**src/rtl/spi_pkg.sv**
```systemverilog
// Shared constants and FSM encoding for the SPI register-file subnode.
package spi_pkg;

  localparam int CMD_W  = 8;
  localparam int RW_BIT = 7;

  typedef enum logic [1:0] {
    ST_IDLE = 2'd0,
    ST_CMD  = 2'd1,
    ST_DATA = 2'd2,
    ST_ERR  = 2'd3
  } spi_state_e;

endpackage

```
**src/rtl/spi_sync_edge.sv**
```systemverilog
// Two-flop synchroniser for an asynchronous input, with rise/fall detect
// taken between the synchronised level and one extra history flop.
module spi_sync_edge #(
  parameter logic RST_VAL = 1'b0
) (
  input  logic clk,
  input  logic rst_n,
  input  logic i_async,
  output logic o_level,
  output logic o_rise,
  output logic o_fall
);

  logic r_s1;
  logic r_s2;
  logic r_s3;

  always_ff @(posedge clk or negedge rst_n) begin
    if (!rst_n) begin
      r_s1 <= RST_VAL;
      r_s2 <= RST_VAL;
      r_s3 <= RST_VAL;
    end else begin
      r_s1 <= i_async;
      r_s2 <= r_s1;
      r_s3 <= r_s2;
    end
  end

  assign o_level = r_s2;
  assign o_rise  = r_s2 & ~r_s3;
  assign o_fall  = ~r_s2 & r_s3;

endmodule

```
**src/rtl/spi_regfile_subnode.sv**
```systemverilog
// SPI mode-0 target that turns framed commands into single-clk write strobes
// and serialises an external register file for reads, with address bursts.
module spi_regfile_subnode
  import spi_pkg::*;
#(
  parameter  int REG_W    = 64,
  parameter  int NUM_REGS = 8,
  localparam int ADDR_W   = $clog2(NUM_REGS)
) (
  input  logic              clk,
  input  logic              rst_n,
  input  logic              sck,
  input  logic              csb,
  input  logic              mosi,
  output logic              miso,
  output logic              wr_en,
  output logic [ADDR_W-1:0] wr_addr,
  output logic [REG_W-1:0]  wr_data,
  output logic [ADDR_W-1:0] rd_addr,
  input  logic [REG_W-1:0]  rd_data,
  input  logic              err_clr,
  output logic              err_flag,
  output logic              busy
);

  localparam int CNT_W = $clog2(REG_W);

  logic w_sck_lvl, w_sck_rise, w_sck_fall;
  logic w_csb_lvl, w_csb_rise, w_csb_fall;
  logic w_mosi;

  spi_sync_edge #(.RST_VAL(1'b0)) u_sck_sync (
    .clk     (clk),
    .rst_n   (rst_n),
    .i_async (sck),
    .o_level (w_sck_lvl),
    .o_rise  (w_sck_rise),
    .o_fall  (w_sck_fall)
  );

  spi_sync_edge #(.RST_VAL(1'b1)) u_csb_sync (
    .clk     (clk),
    .rst_n   (rst_n),
    .i_async (csb),
    .o_level (w_csb_lvl),
    .o_rise  (w_csb_rise),
    .o_fall  (w_csb_fall)
  );

  logic r_mosi_s1;
  logic r_mosi_s2;

  always_ff @(posedge clk or negedge rst_n) begin
    if (!rst_n) begin
      r_mosi_s1 <= 1'b0;
      r_mosi_s2 <= 1'b0;
    end else begin
      r_mosi_s1 <= mosi;
      r_mosi_s2 <= r_mosi_s1;
    end
  end

  assign w_mosi = r_mosi_s2;

  // A frame may only start once the synchronisers hold real samples and the
  // bus has been seen idle; this keeps a reset released mid-frame in IDLE.
  logic [1:0] r_sync_vld;
  logic       r_armed;

  always_ff @(posedge clk or negedge rst_n) begin
    if (!rst_n) begin
      r_sync_vld <= 2'b00;
      r_armed    <= 1'b0;
    end else begin
      r_sync_vld <= {r_sync_vld[0], 1'b1};
      if (r_sync_vld[1] && w_csb_lvl && !w_sck_lvl)
        r_armed <= 1'b1;
    end
  end

  spi_state_e         r_state;
  logic [CMD_W-2:0]   r_cmd;
  logic [CNT_W-1:0]   r_cnt;
  logic [ADDR_W-1:0]  r_cur_addr;
  logic               r_rd_mode;
  logic               r_load;
  logic [REG_W-1:0]   r_shift;
  logic               r_miso;
  logic               r_wr_en;
  logic [ADDR_W-1:0]  r_wr_addr;
  logic [REG_W-1:0]   r_wr_data;
  logic               r_err;

  logic [CMD_W-1:0]   w_cmd_full;
  logic               w_addr_ok;
  logic [REG_W-1:0]   w_word;
  logic [ADDR_W-1:0]  w_next_addr;

  assign w_cmd_full  = {r_cmd, w_mosi};
  assign w_addr_ok   = (int'(w_cmd_full[RW_BIT-1:0]) < NUM_REGS);
  assign w_word      = {r_shift[REG_W-2:0], w_mosi};
  assign w_next_addr = (r_cur_addr == ADDR_W'(NUM_REGS - 1)) ? '0
                                                             : r_cur_addr + ADDR_W'(1);

  always_ff @(posedge clk or negedge rst_n) begin
    if (!rst_n) begin
      r_state    <= ST_IDLE;
      r_cmd      <= '0;
      r_cnt      <= '0;
      r_cur_addr <= '0;
      r_rd_mode  <= 1'b0;
      r_load     <= 1'b0;
      r_shift    <= '0;
      r_miso     <= 1'b1;
      r_wr_en    <= 1'b0;
      r_wr_addr  <= '0;
      r_wr_data  <= '0;
      r_err      <= 1'b0;
    end else begin
      r_wr_en <= 1'b0;
      r_load  <= 1'b0;
      // Clear first so that a same-cycle error set below takes priority.
      if (err_clr)
        r_err <= 1'b0;

      if (w_csb_rise) begin
        r_state <= ST_IDLE;
        r_miso  <= 1'b1;
      end else begin
        case (r_state)
          ST_IDLE: begin
            if (w_csb_fall && r_armed) begin
              r_state <= ST_CMD;
              r_cnt   <= '0;
            end
          end

          ST_CMD: begin
            if (w_sck_rise) begin
              if (r_cnt == CNT_W'(CMD_W - 1)) begin
                if (!w_addr_ok) begin
                  r_state <= ST_ERR;
                  r_err   <= 1'b1;
                end else begin
                  r_state    <= ST_DATA;
                  r_cur_addr <= w_cmd_full[ADDR_W-1:0];
                  r_rd_mode  <= w_cmd_full[RW_BIT];
                  r_load     <= w_cmd_full[RW_BIT];
                  r_cnt      <= CNT_W'(REG_W - 1);
                end
              end else begin
                r_cmd <= w_cmd_full[CMD_W-2:0];
                r_cnt <= r_cnt + CNT_W'(1);
              end
            end
          end

          ST_DATA: begin
            // rd_addr follows r_cur_addr, so rd_data is valid the clk after
            // the address moved.
            if (r_load)
              r_shift <= rd_data;
            if (w_sck_rise) begin
              if (!r_rd_mode)
                r_shift <= w_word;
              if (r_cnt == '0) begin
                if (!r_rd_mode) begin
                  r_wr_en   <= 1'b1;
                  r_wr_addr <= r_cur_addr;
                  r_wr_data <= w_word;
                end else begin
                  r_load <= 1'b1;
                end
                r_cur_addr <= w_next_addr;
                r_cnt      <= CNT_W'(REG_W - 1);
              end else begin
                r_cnt <= r_cnt - CNT_W'(1);
              end
            end
            if (w_sck_fall && r_rd_mode && !r_load) begin
              r_miso  <= r_shift[REG_W-1];
              r_shift <= {r_shift[REG_W-2:0], 1'b0};
            end
          end

          ST_ERR: begin
          end
        endcase
      end
    end
  end

  assign miso     = r_miso;
  assign wr_en    = r_wr_en;
  assign wr_addr  = r_wr_addr;
  assign wr_data  = r_wr_data;
  assign rd_addr  = r_cur_addr;
  assign err_flag = r_err;
  assign busy     = ~w_csb_lvl;

endmodule
```
**config.mk**
```make
export PLATFORM = sky130hd
export DESIGN_NAME = spi_regfile_subnode
export DESIGN_NICKNAME = d
export VERILOG_FILES = /design/src/rtl/spi_pkg.sv /design/src/rtl/spi_sync_edge.sv /design/src/rtl/spi_regfile_subnode.sv
export SDC_FILE = /design/constraint.sdc
export NUM_CORES = 1
export LEC_CHECK = 0
export CORE_MARGIN = 2
export CORE_UTILIZATION = 30
export CTS_CLUSTER_SIZE = 28
export DETAILED_ROUTE_END_ITERATION = 6
export GPL_TIMING_DRIVEN = 0
export PLACE_DENSITY_LB_ADDON = 0.08
export REMOVE_ABC_BUFFERS = 1
export SYNTH_ARGS = -nofsm -noshare
export SYNTH_HDL_FRONTEND = slang
export SYNTH_SLANG_ARGS = --single-unit
```
**constraint.sdc**
```tcl
create_clock -name clk -period 3.1 [get_ports clk]
set_clock_uncertainty 0.2 [all_clocks]
set_input_delay 0.465 -clock clk [delete_from_list [all_inputs] [get_ports clk]]
set_output_delay 0.465 -clock clk [all_outputs]
set_load 0.005 [all_outputs]
```
==> reports/qor.csv <==
metric;value;unit
drt_iter0_drc;222;
gp_congestion;0.804;
antenna_found_initial;2;
tritoncts;yes;
coreArea;0.0227;mm^2
fillers;2170;
final_antenna_net_count;0;
seq_area_frac_synth;59.3;%
cts_sinks;165;
reg2reg_slack;0.24;ns
async_flop_share;100;%
avgSynthCellArea;11.7;um^2
setup_viol_count_final;0;
drive_gt1_share;16.0;%
rsz0062_at_grt;no;
numPortBuffers;143;
worstPathRequired;3.24;ns
fin_crit_sh;92.3;%
critPathKind;reg -> reg;
area_delta_synth_final;35.4;%
grt-ovfl-total;0;
period_needed;2.86;ns
ios;144;
yosysUniqueCellTypes;48;
wirelength;18500;um
hpwl;11900;um
total_power;5.27;mW
drc_errors;0;
syn_inst;598;
path_clk_slew;0.07;ns
yosys-top-cells-area;dfrtp_1, mux2_2, o22ai_1;
synth_area_leader_cell;dfrtp_1;
start_util;30.7;%
yosysMostFrequentCell;dfrtp_1;
final-hold-violation-count;0;
die_y;156;um
grt_max_degree;90;
yosys-top-cells-count;dfrtp_1, a21oi_1, nor2_1;
wl_per_cell;17.9;um
max_slew_margin;34.6;%
viasPerCell;5.05;
yosys.area.top_type_share;57.7;%
slew_violations;0;
worstMarginPinSlew;0.971;ns
netlist_area;0.00698;mm^2
dieArea;0.0245;mm^2
grt_pass1_vias;5418;
std_cell_rows;55;
num_vias;5215;
clk_path_buf_depth;2;
htree_levels;4;
ys.flop_type;dfrtp_1;
power-per-cell-area;558;mW/mm^2
cts-root-buf;clkbuf_16;
fmax;0.350;GHz
worstPathArrival;3.00;ns
grt_pass1_wl;30000;um
path_max_fanout;22;
yosysWarnings;0;
endpoint_kind;register;
cts_inserted_buffers;17;
ir_drop;0.000313;V
worstHoldPathType;reg -> reg;
critPathLaunchType;register;
grt_usage;15.8;%
synth_edf_count;0;
cap_violations;0;
clk_latency;0.42;ns
final_nets;812;
setup_tns;0;ns
ys_ff_latch;165;
leakagePower;3.89;nW
dr.pass1.iters;5;
outcome;complete, no violations;
die_x;156;um
sequential cells by signal (all words and copies together), names as in the netlist:
register / cells
err_flag: 1
miso: 1
r_armed: 1
r_cmd: 7
r_cnt: 6
r_load: 1
r_mosi_s1: 1
r_mosi_s2: 1
r_rd_mode: 1
r_shift: 64
r_state: 2
r_sync_vld: 2
rd_addr: 3
u_csb_sync.o_level: 1
u_csb_sync.r_s1: 1
u_csb_sync.r_s3: 1
u_sck_sync.o_level: 1
u_sck_sync.r_s1: 1
u_sck_sync.r_s3: 1
wr_addr: 3
wr_data: 64
wr_en: 1
layout make-up:
cell class              instances  area (um^2)  share of cell area [%]
flip-flops and latches        165         4130                    43.8
diodes                          1         2.50                  0.0265
multi-input cells             383         2620                    27.7
clock buffers                  17          425                    4.50
repair buffers                157         1670                    17.7
clock inverters                14          198                    2.09
inverters                      10         37.5                   0.397
well taps                     285          357                    3.77
per-layer routing:
layer / global-route usage, % / share of wire, % / wire [um] / up-vias
li1: - / - / - / 2442
met1: 20.3 / 45 / 8340 / 2630
met2: 25.0 / 47 / 8710 / 127
met3: 6.26 / 6.9 / 1290 / 14
met4: 3.89 / 0.85 / 157 / 2
met5: 0 / 0.070 / 13 / -
where the power goes:
| part | switching [mW] | total [mW] | internal [mW] | leakage, nW |
|---|---|---|---|---|
| Sequential | 0.0962 | 2.33 | 2.23 | 1.92 |
| Clock | 0.927 | 2.29 | 1.36 | 0.307 |
| Combinational | 0.343 | 0.658 | 0.314 | 1.66 |
logic make-up after synthesis:
logic type / synth area share (%)
multiplexers: 13.2
other: 0.0538
XOR/XNOR: 0.126
adder cells (fa/ha/maj): 1.43
AND/OR/NAND/NOR: 7.91
AO/OA/AOI/OAI: 14.6
flip-flops: 59.3
buffers and inverters: 3.43
path summary, 6_finish.rpt:
| kind | endpoint | start | depth (start not counted) |
|---|---|---|---|
| setup / recovery | r_shift[3] | r_rd_mode | 7 |
| hold / removal | u_sck_sync.o_level | u_sck_sync.r_s1 | 0 |
| setup reg to reg | r_shift[3] | r_rd_mode | 7 |
| hold reg to reg | u_sck_sync.o_level | u_sck_sync.r_s1 | 0 |
| max in group asynchronous | wr_data[37] | rst_n | 3 |
| min in group asynchronous | wr_data[24] | rst_n | 2 |
layout by cell type, fill, tap and decap left out, types with 2 or more instances in the layout:
cell	netlist	final
a22o_1	3	3
ha_1	8	8
bufinv_16	0	4
nor3_1	3	3
a21oi_1	73	73
buf_6	3	6
nand2b_1	5	5
dfstp_2	4	4
nor2_1	73	73
inv_1	10	10
buf_16	0	5
o22ai_1	63	63
nor2b_1	3	3
inv_6	0	5
clkbuf_16	0	17
a211oi_1	2	2
o2111ai_1	2	2
o32ai_1	2	2
o31ai_1	2	2
buf_8	0	2
mux2_1	19	19
nand2_1	15	15
clkdlybuf4s50_1	0	142
and2_1	5	4
o21ai_0	10	10
clkinv_2	0	3
mux2_2	63	63
nand3b_1	2	2
nand3_1	8	8
dfrtp_1	161	161
critical path, stage by stage (launching register included):
cell,delay [ns]
dfrtp_1,0.51
nand2_1,0.14
o32a_2,0.58
buf_16,0.26
a21oi_4,0.63
buf_16,0.25
nor2_1,0.06
a21oi_1,0.13
what timing repair did:
item                                   in CTS  in global routing
hold buffers                                1                  0
buffers inserted                            1                  0
setup endpoints to repair                  35                  0
endpoints found under the hold margin      72                  0
gates resized for setup                     0                  0
through the flow:
step	utilization [%]	cells	instance area [um^2]	hold slack (ns)	worst slack (ns)
2_1_floorplan	-	558	6780	-0.0306	-0.834
3_3_place_gp	37.7	986	8560	0.133	-5.61
3_5_place_dp	38.8	998	8800	0.135	-0.211
4_1_cts	41.6	1031	9450	0.150	0.188
5_1_grt	41.6	1031	9450	0.160	0.0392
6_report	41.6	1032	9450	0.150	0.240
Power figures use the tool's default switching activity.
